### src/rtl/tcp_tx_active_open_ctrl.sv
// Active-open controller: allocates a flow ID, initialises per-flow state, sends SYN with
// bounded retransmission, completes with ACK and reports the outcome to the application.
module tcp_tx_active_open_ctrl #(
  parameter int FLOWID_W       = 6,
  parameter int TIMEOUT_CYCLES = 1000,
  parameter int MAX_RETRIES    = 3
) (
  input  logic                clk,
  input  logic                rst_n,
  input  logic                app_open_req_val,
  output logic                app_open_req_rdy,
  input  logic [31:0]         app_open_req_dst_ip,
  input  logic [15:0]         app_open_req_dst_port,
  input  logic [15:0]         app_open_req_src_port,
  output logic                flowid_manager_req,
  input  logic                flowid_avail,
  input  logic [FLOWID_W-1:0] flowid_manager_flowid,
  output logic                flowid_free_val,
  input  logic                flowid_free_rdy,
  output logic                init_state_val,
  input  logic                init_state_rdy,
  output logic                send_pkt_enqueue_val,
  input  logic                send_pkt_enqueue_rdy,
  output logic [7:0]          send_pkt_flags,
  input  logic                synack_val,
  input  logic [FLOWID_W-1:0] synack_flowid,
  output logic                synack_rdy,
  output logic                app_open_resp_val,
  input  logic                app_open_resp_rdy,
  output logic                app_open_resp_ok,
  output logic [FLOWID_W-1:0] conn_flowid,
  output logic [31:0]         conn_dst_ip,
  output logic [15:0]         conn_dst_port,
  output logic [15:0]         conn_src_port
);

  localparam int TW = $clog2(TIMEOUT_CYCLES);
  localparam int RW = (MAX_RETRIES > 0) ? $clog2(MAX_RETRIES + 1) : 1;
  localparam logic [TW-1:0] TIMER_LAST = TW'(TIMEOUT_CYCLES - 1);
  localparam logic [RW-1:0] RETRY_MAX  = RW'(MAX_RETRIES);
  localparam logic [7:0]    FLAG_SYN   = 8'h02;
  localparam logic [7:0]    FLAG_ACK   = 8'h10;

  typedef enum logic [2:0] {
    IDLE, GET_FLOWID, INIT_STATE, SEND_SYN, WAIT_SYNACK, SEND_ACK, FREE_FLOWID, NOTIF_APP
  } state_t;

  state_t        state_reg;
  logic [TW-1:0] timer_reg;
  logic [RW-1:0] retry_cnt_reg;
  logic          ok_reg;
  logic          synack_match;

  // Both ready outputs are pure decodes of the state register.
  assign app_open_req_rdy = (state_reg == IDLE);
  assign synack_rdy       = (state_reg == WAIT_SYNACK);
  assign synack_match     = synack_val && (synack_flowid == conn_flowid);

  always_ff @(posedge clk) begin
    if (!rst_n) begin
      state_reg            <= IDLE;
      timer_reg            <= '0;
      retry_cnt_reg        <= '0;
      ok_reg               <= 1'b0;
      conn_flowid          <= '0;
      conn_dst_ip          <= '0;
      conn_dst_port        <= '0;
      conn_src_port        <= '0;
      flowid_manager_req   <= 1'b0;
      init_state_val       <= 1'b0;
      send_pkt_enqueue_val <= 1'b0;
      send_pkt_flags       <= '0;
      flowid_free_val      <= 1'b0;
      app_open_resp_val    <= 1'b0;
      app_open_resp_ok     <= 1'b0;
    end else begin
      case (state_reg)
        IDLE: begin
          if (app_open_req_val) begin
            conn_dst_ip        <= app_open_req_dst_ip;
            conn_dst_port      <= app_open_req_dst_port;
            conn_src_port      <= app_open_req_src_port;
            retry_cnt_reg      <= '0;
            ok_reg             <= 1'b0;
            flowid_manager_req <= 1'b1;
            state_reg          <= GET_FLOWID;
          end
        end
        GET_FLOWID: begin
          flowid_manager_req <= 1'b0;
          if (flowid_avail) begin
            conn_flowid    <= flowid_manager_flowid;
            init_state_val <= 1'b1;
            state_reg      <= INIT_STATE;
          end else begin
            ok_reg            <= 1'b0;
            app_open_resp_val <= 1'b1;
            app_open_resp_ok  <= 1'b0;
            state_reg         <= NOTIF_APP;
          end
        end
        INIT_STATE: begin
          if (init_state_rdy) begin
            init_state_val       <= 1'b0;
            send_pkt_enqueue_val <= 1'b1;
            send_pkt_flags       <= FLAG_SYN;
            state_reg            <= SEND_SYN;
          end
        end
        SEND_SYN: begin
          if (send_pkt_enqueue_rdy) begin
            send_pkt_enqueue_val <= 1'b0;
            send_pkt_flags       <= '0;
            timer_reg            <= '0;
            state_reg            <= WAIT_SYNACK;
          end
        end
        WAIT_SYNACK: begin
          timer_reg <= timer_reg + TW'(1);
          // A matching SYN-ACK takes priority over an expiring timer.
          if (synack_match) begin
            send_pkt_enqueue_val <= 1'b1;
            send_pkt_flags       <= FLAG_ACK;
            state_reg            <= SEND_ACK;
          end else if (timer_reg == TIMER_LAST) begin
            if (retry_cnt_reg < RETRY_MAX) begin
              retry_cnt_reg        <= retry_cnt_reg + RW'(1);
              send_pkt_enqueue_val <= 1'b1;
              send_pkt_flags       <= FLAG_SYN;
              state_reg            <= SEND_SYN;
            end else begin
              ok_reg          <= 1'b0;
              flowid_free_val <= 1'b1;
              state_reg       <= FREE_FLOWID;
            end
          end
        end
        SEND_ACK: begin
          if (send_pkt_enqueue_rdy) begin
            send_pkt_enqueue_val <= 1'b0;
            send_pkt_flags       <= '0;
            ok_reg               <= 1'b1;
            app_open_resp_val    <= 1'b1;
            app_open_resp_ok     <= 1'b1;
            state_reg            <= NOTIF_APP;
          end
        end
        FREE_FLOWID: begin
          if (flowid_free_rdy) begin
            flowid_free_val   <= 1'b0;
            app_open_resp_val <= 1'b1;
            app_open_resp_ok  <= ok_reg;
            state_reg         <= NOTIF_APP;
          end
        end
        NOTIF_APP: begin
          if (app_open_resp_rdy) begin
            app_open_resp_val <= 1'b0;
            app_open_resp_ok  <= 1'b0;
            state_reg         <= IDLE;
          end
        end
        default: state_reg <= IDLE;
      endcase
    end
  end

endmodule

### config.mk
export PLATFORM = sky130hd
export DESIGN_NAME = tcp_tx_active_open_ctrl
export DESIGN_NICKNAME = d
export VERILOG_FILES = /design/src/rtl/tcp_tx_active_open_ctrl.sv
export SDC_FILE = /design/constraint.sdc
export NUM_CORES = 1
export LEC_CHECK = 0
export ABC_AREA = 1
export ABC_CLOCK_PERIOD_IN_PS = 3600
export BUFFER_PORTS_ARGS = -buffer_cell sky130_fd_sc_hd__buf_2
export CORE_MARGIN = 4
export CORE_UTILIZATION = 30
export CTS_BUF_LIST = sky130_fd_sc_hd__clkbuf_4 sky130_fd_sc_hd__clkbuf_8 sky130_fd_sc_hd__clkbuf_16
export DETAILED_ROUTE_END_ITERATION = 10
export RECOVER_POWER = 50
export SYNTH_ARGS = -nofsm -noshare
export SYNTH_HDL_FRONTEND = slang
export SYNTH_SLANG_ARGS = --single-unit
### constraint.sdc
create_clock -name clk -period 3.6 [get_ports clk]
set_input_delay 0.18 -clock clk [delete_from_list [all_inputs] [get_ports clk]]
set_output_delay 0.18 -clock clk [all_outputs]
set_load 0.01 [all_outputs]
======== Yosys cells after proc, flatten, opt, wreduce, memory -nomap -nowiden ========
Cells that the tools add are included.
word-level totals
  register bits ........................... 100
  bits in latches ......................... 0
  RAM bits ................................ 0
  ROM bits ................................ 0
  logic and storage cells ................. 117
  memories ................................ 0
operators by class
  add/subtract/negate cells ............... 2
  multiply operators ...................... 0
  div/mod/pow operators ................... 0
  $lt $le $gt $ge ......................... 1
  eq/ne operators ......................... 24
  shifts and indexed selects .............. 0
  muxes and demuxes ....................... 53
  bitwise operators ....................... 0
  reduce and logical (&&, ||, !) cells .... 22
operators with widths
  cell                                                                     number
  8-bit 2-to-1 mux                                                         5
  3-bit 2-to-1 mux                                                         10
  3-bit case mux with 8 select lines                                       1
  8-bit case mux with 3 select lines                                       1
  1-bit 2-to-1 mux                                                         22
  2-bit inequality test, second input constant                             10
  10-bit case mux with 2 select lines                                      1
  5-bit AND reduction                                                      4
  7-bit AND reduction                                                      2
  3-bit == test, second input constant                                     4
  1-bit case mux with 4 select lines                                       3
  10-bit by 1-bit adder with 10-bit output, second input constant          1
  10-bit == test, second input constant                                    1
  10-bit 2-to-1 mux                                                        1
  2-bit nonzero test                                                       5
  2-bit 2-to-1 mux                                                         4
  2-bit AND reduction                                                      4
  4-bit nonzero test                                                       2
  3-bit by 2-bit == test with 1-bit output, second input constant          2
  6-bit == test                                                            1
  2-bit by 1-bit inequality test with 1-bit output, second input constant  3
  3-bit by 1-bit inequality test with 1-bit output, second input constant  2
  1-bit case mux with 2 select lines                                       3
  2-bit case mux with 2 select lines                                       1
  other kinds (9)                                                          9

======== Logic depth before layout (Yosys ltp) ========
  depth in word-level cells ............... 5
  depth in mapped cells ................... 12
  mapped depth without buffers ............ 12

======== Worst setup path after synthesis ========
No wires, ideal clock.
  path type ............................... flip-flop to flip-flop
  start ................................... reg timer_reg[0]
  end ..................................... reg retry_cnt_reg[0]
  library setup time ...................... 0.114 ns
  arrival time ............................ 1.279 ns
  data required time ...................... 3.486 ns
  slack ................................... 2.207 ns
  cell stages (with the launch flop) ...... 11
  clock period less this slack ............ 1.393 ns
  path through ............................ dfxtp_1 ha_1 nand2_1 nor2_1 nand3_1 nand2_1 inv_1 nor2_2 nand3_1 a21oi_1 nor2_1
on the way
  word-level cells in the longest chain between the ends .. 3
RTL lines
  element                                                     line  text
  from (decl)                                                 49    logic [TW-1:0] timer_reg;
  from (signal assigned)                                      119   timer_reg <= timer_reg + TW'(1);
  10-bit == test                                              125   end else if (timer_reg == TIMER_LAST) begin
  2-bit by 1-bit inequality test with 1-bit output (no line)  --
  5-bit AND reduction (no line)                               --
  to (signal assigned)                                        127   retry_cnt_reg <= retry_cnt_reg + RW'(1);
  to (decl)                                                   50    logic [RW-1:0] retry_cnt_reg;
No other way between the ends.
A chain may end at the register's enable or synchronous reset.

======== Worst setup path in the final report ========
  start ................................... reg state_reg[1]
  end ..................................... out app_open_req_rdy
on the way
  word-level cells in the longest chain between the ends .. 1
RTL lines
  element                 line  text
  from (decl)             48    state_t state_reg;
  from (signal assigned)  61    state_reg <= IDLE;
  from (signal assigned)  86    state_reg <= GET_FLOWID;
  from (signal assigned)  94    state_reg <= INIT_STATE;
  3-bit logical NOT       55    assign app_open_req_rdy = (state_reg == IDLE);
  to (decl)               11    output logic app_open_req_rdy,
No other way between the ends.

==> impl_metrics.yaml <==
global_route:
  grt_usage_pct: 14.3
  grt_pass1_vias: 3778
  met3_usage_pct: 5.87
  antenna_found_initial: 0
  grt-busiest-layer: "met2"
  grt_pass1_wl_um: 18500
  gr-usage-met1_pct: 18.0
  overflow: 0
  grt_max_degree: 67
  use_met2_pct: 21.7
drt:
  drt_iter0_drc: 170
  wirelength_um: 11400
  routed-via-count: 4087
  drt_pass1_iterations: 4
  postRouteAntennaNets: 0
  route.detailed.drc: 0
  routed_via_density: 4.59
  avgRoutedWirePerCell_um: 12.8
power:
  total_power_uw: 3630
  pwr_density_cell_nw_per_um2: 707
  peakVddDrop_mv: 0.349
  p_leak_uw: 0.00217
final_layout:
  diodes: 0
  fillers: 1480
  largest_register_ffs: 32
  area_growth_pct: 26.1
  layout_common_cells: "nand2_1, dfxtp_1, buf_2, a21oi_1, clkbuf_1"
  stdcell_area_sq_um: 5130
  multi_input_area_sq_um: 1810
  final_common_cell: "nand2_1"
  ff_latch_area_sq_um: 1880
  finalNetCount: 797
  drive_gt1_share_pct: 17.6
  top_regs: "conn_dst_ip x32, conn_dst_port x16, conn_src_port x16"
  regMostFlops: "conn_dst_ip"
  post-route-util_pct: 38.8
logic_synthesis:
  synth_warnings: 0
  synth_flop_cell: "dfxtp_1"
  syn_area_sq_um: 4070
  synth_edf_count: 0
  postSynthCellCount: 565
  ys_ff_latch: 94
  avgSynthCellArea_sq_um: 7.20
  yosysSeqAreaShare_pct: 46.2
  ys_types: 34
  synth-async-reset-ratio_pct: 0
clock_network:
  cts_tree: "built"
  cts_resized: 0
  clock_latency_ns: 0.34
  cts.sinks: 94
  clock_path_buffers: 2
  cts_hold_buffers: 0
  cts_inserted_buffers: 9
  htree_levels: 3
  cts_root_buf: "clkbuf_16"
  clk_pin_slew_ns: 0.06
  postCtsSetupBuffers: 0
die:
  io_pins: 171
  start_util_pct: 30.7
  die_y_um: 124
  core_area_sq_um: 13200
  die-area_sq_um: 15500
  rows: 42
  dieWidth_um: 124
timing:
  relSlewSlack_pct: 41.0
  fin_crit_ns: 2.13
  tightest_slew_ns: 0.882
  finalSetupTns_ns: 0
  hold_viol_final: 0
  setup_slack_ns: 1.47
  drv_slew: 0
  setup_violations: 0
  timing.fmax_mhz: 468
  fin_crit_sh_pct: 59.3
  rsz0062_at_grt: "false"
  finalClockSkew_ns: 0.00550
place:
  gp_congestion: 0.845
  place_area_sq_um: 4950
  pre_cts_ws_ns: 1.49
  io_buffer_count: 164
  place_hpwl_um: 8050
critical_path:
  start_kind: "register"
  worstPathRequired_ns: 3.42
  path_class: "reg -> out"
  cp.arrival_ns: 1.95
  cp_max_fo: 66
  crit_path_end_kind: "output port"
  rrSetupSlack_ns: 1.56
run:
  max_cap_violations: 0
run_status:
  status: "completed"
worst_hold_path:
  min_path_type: "in -> reg"
worst paths after layout:
| kind | startpoint | end | cells past startpoint |
|---|---|---|---|
| max | state_reg[1] | app_open_req_rdy | 5 |
| min | init_state_rdy | init_state_val | 2 |
| min reg2reg | send_pkt_flags[1] | send_pkt_flags[1] | 2 |
| max reg2reg | state_reg[2] | conn_dst_port[5] | 7 |
stage by stage:
stage	instances	hold WS, ns
floorplan	570	0.288
global placement	875	0.395
detailed placement	875	0.402
CTS	890	0.0334
global route	890	0.0406
finish	890	0.0544
cells in the mapped netlist (2+ instances only):
library cell / n / area (sq um)
nand2_1: 139 / 522
dfxtp_1: 94 / 1880
a21oi_1: 83 / 415
nand3_1: 76 / 380
inv_1: 39 / 146
nor2_1: 34 / 128
clkbuf_1: 19 / 71.3
o21ai_0: 16 / 80.1
buf_4: 12 / 90.1
buf_2: 8 / 40.0
nor3_1: 7 / 35.0
inv_2: 4 / 15.0
nor2_2: 4 / 25.0
nand2_2: 3 / 18.8
a211oi_1: 2 / 15.0
a221oi_1: 2 / 17.5
a31oi_1: 2 / 12.5
buf_6: 2 / 22.5
ha_1: 2 / 25.0
nand3b_1: 2 / 15.0
nand4_1: 2 / 12.5
kinds of logic after synthesis:
logic type                 share of synthesized area, %
AOI/OAI and AO/OA                                  14.6
adders and majority gates                         0.615
buffers and inverters                              9.62
DFF                                                46.2
other                                            0.0921
and+or+nand+nor                                    28.9
layer usage:
| layer | up-vias | wire length [um] | share of wire (%) |
|---|---|---|---|
| li1 | 2123 | - | - |
| met1 | 1804 | 5170 | 45 |
| met2 | 141 | 5010 | 44 |
| met3 | 19 | 954 | 8.4 |
| met4 | 0 | 269 | 2.4 |
| met5 | - | 0 | 0 |
power by group:
| part | switching, uW | internal (uW) |
|---|---|---|
| clock network | 397 | 521 |
| logic | 887 | 430 |
| registers | 139 | 1260 |
| total | 1420 | 2210 |
area by class of cell:
cell class	count	area share (%)
sequential	94	36.7
multi-input combinational	391	35.3
inverter	44	3.27
clock buffer	13	5.22
timing repair buffer	170	15.0
clock inverter	2	0.341
tap	176	4.29
worst max-delay path, stage by stage (launching register included):
cell	delay [ns]
dfxtp_1	0.41
nor2_2	0.21
nand2_1	0.11
inv_2	0.07
buf_4	0.52
buf_2	0.25
(Power assumes the default switching activity.)
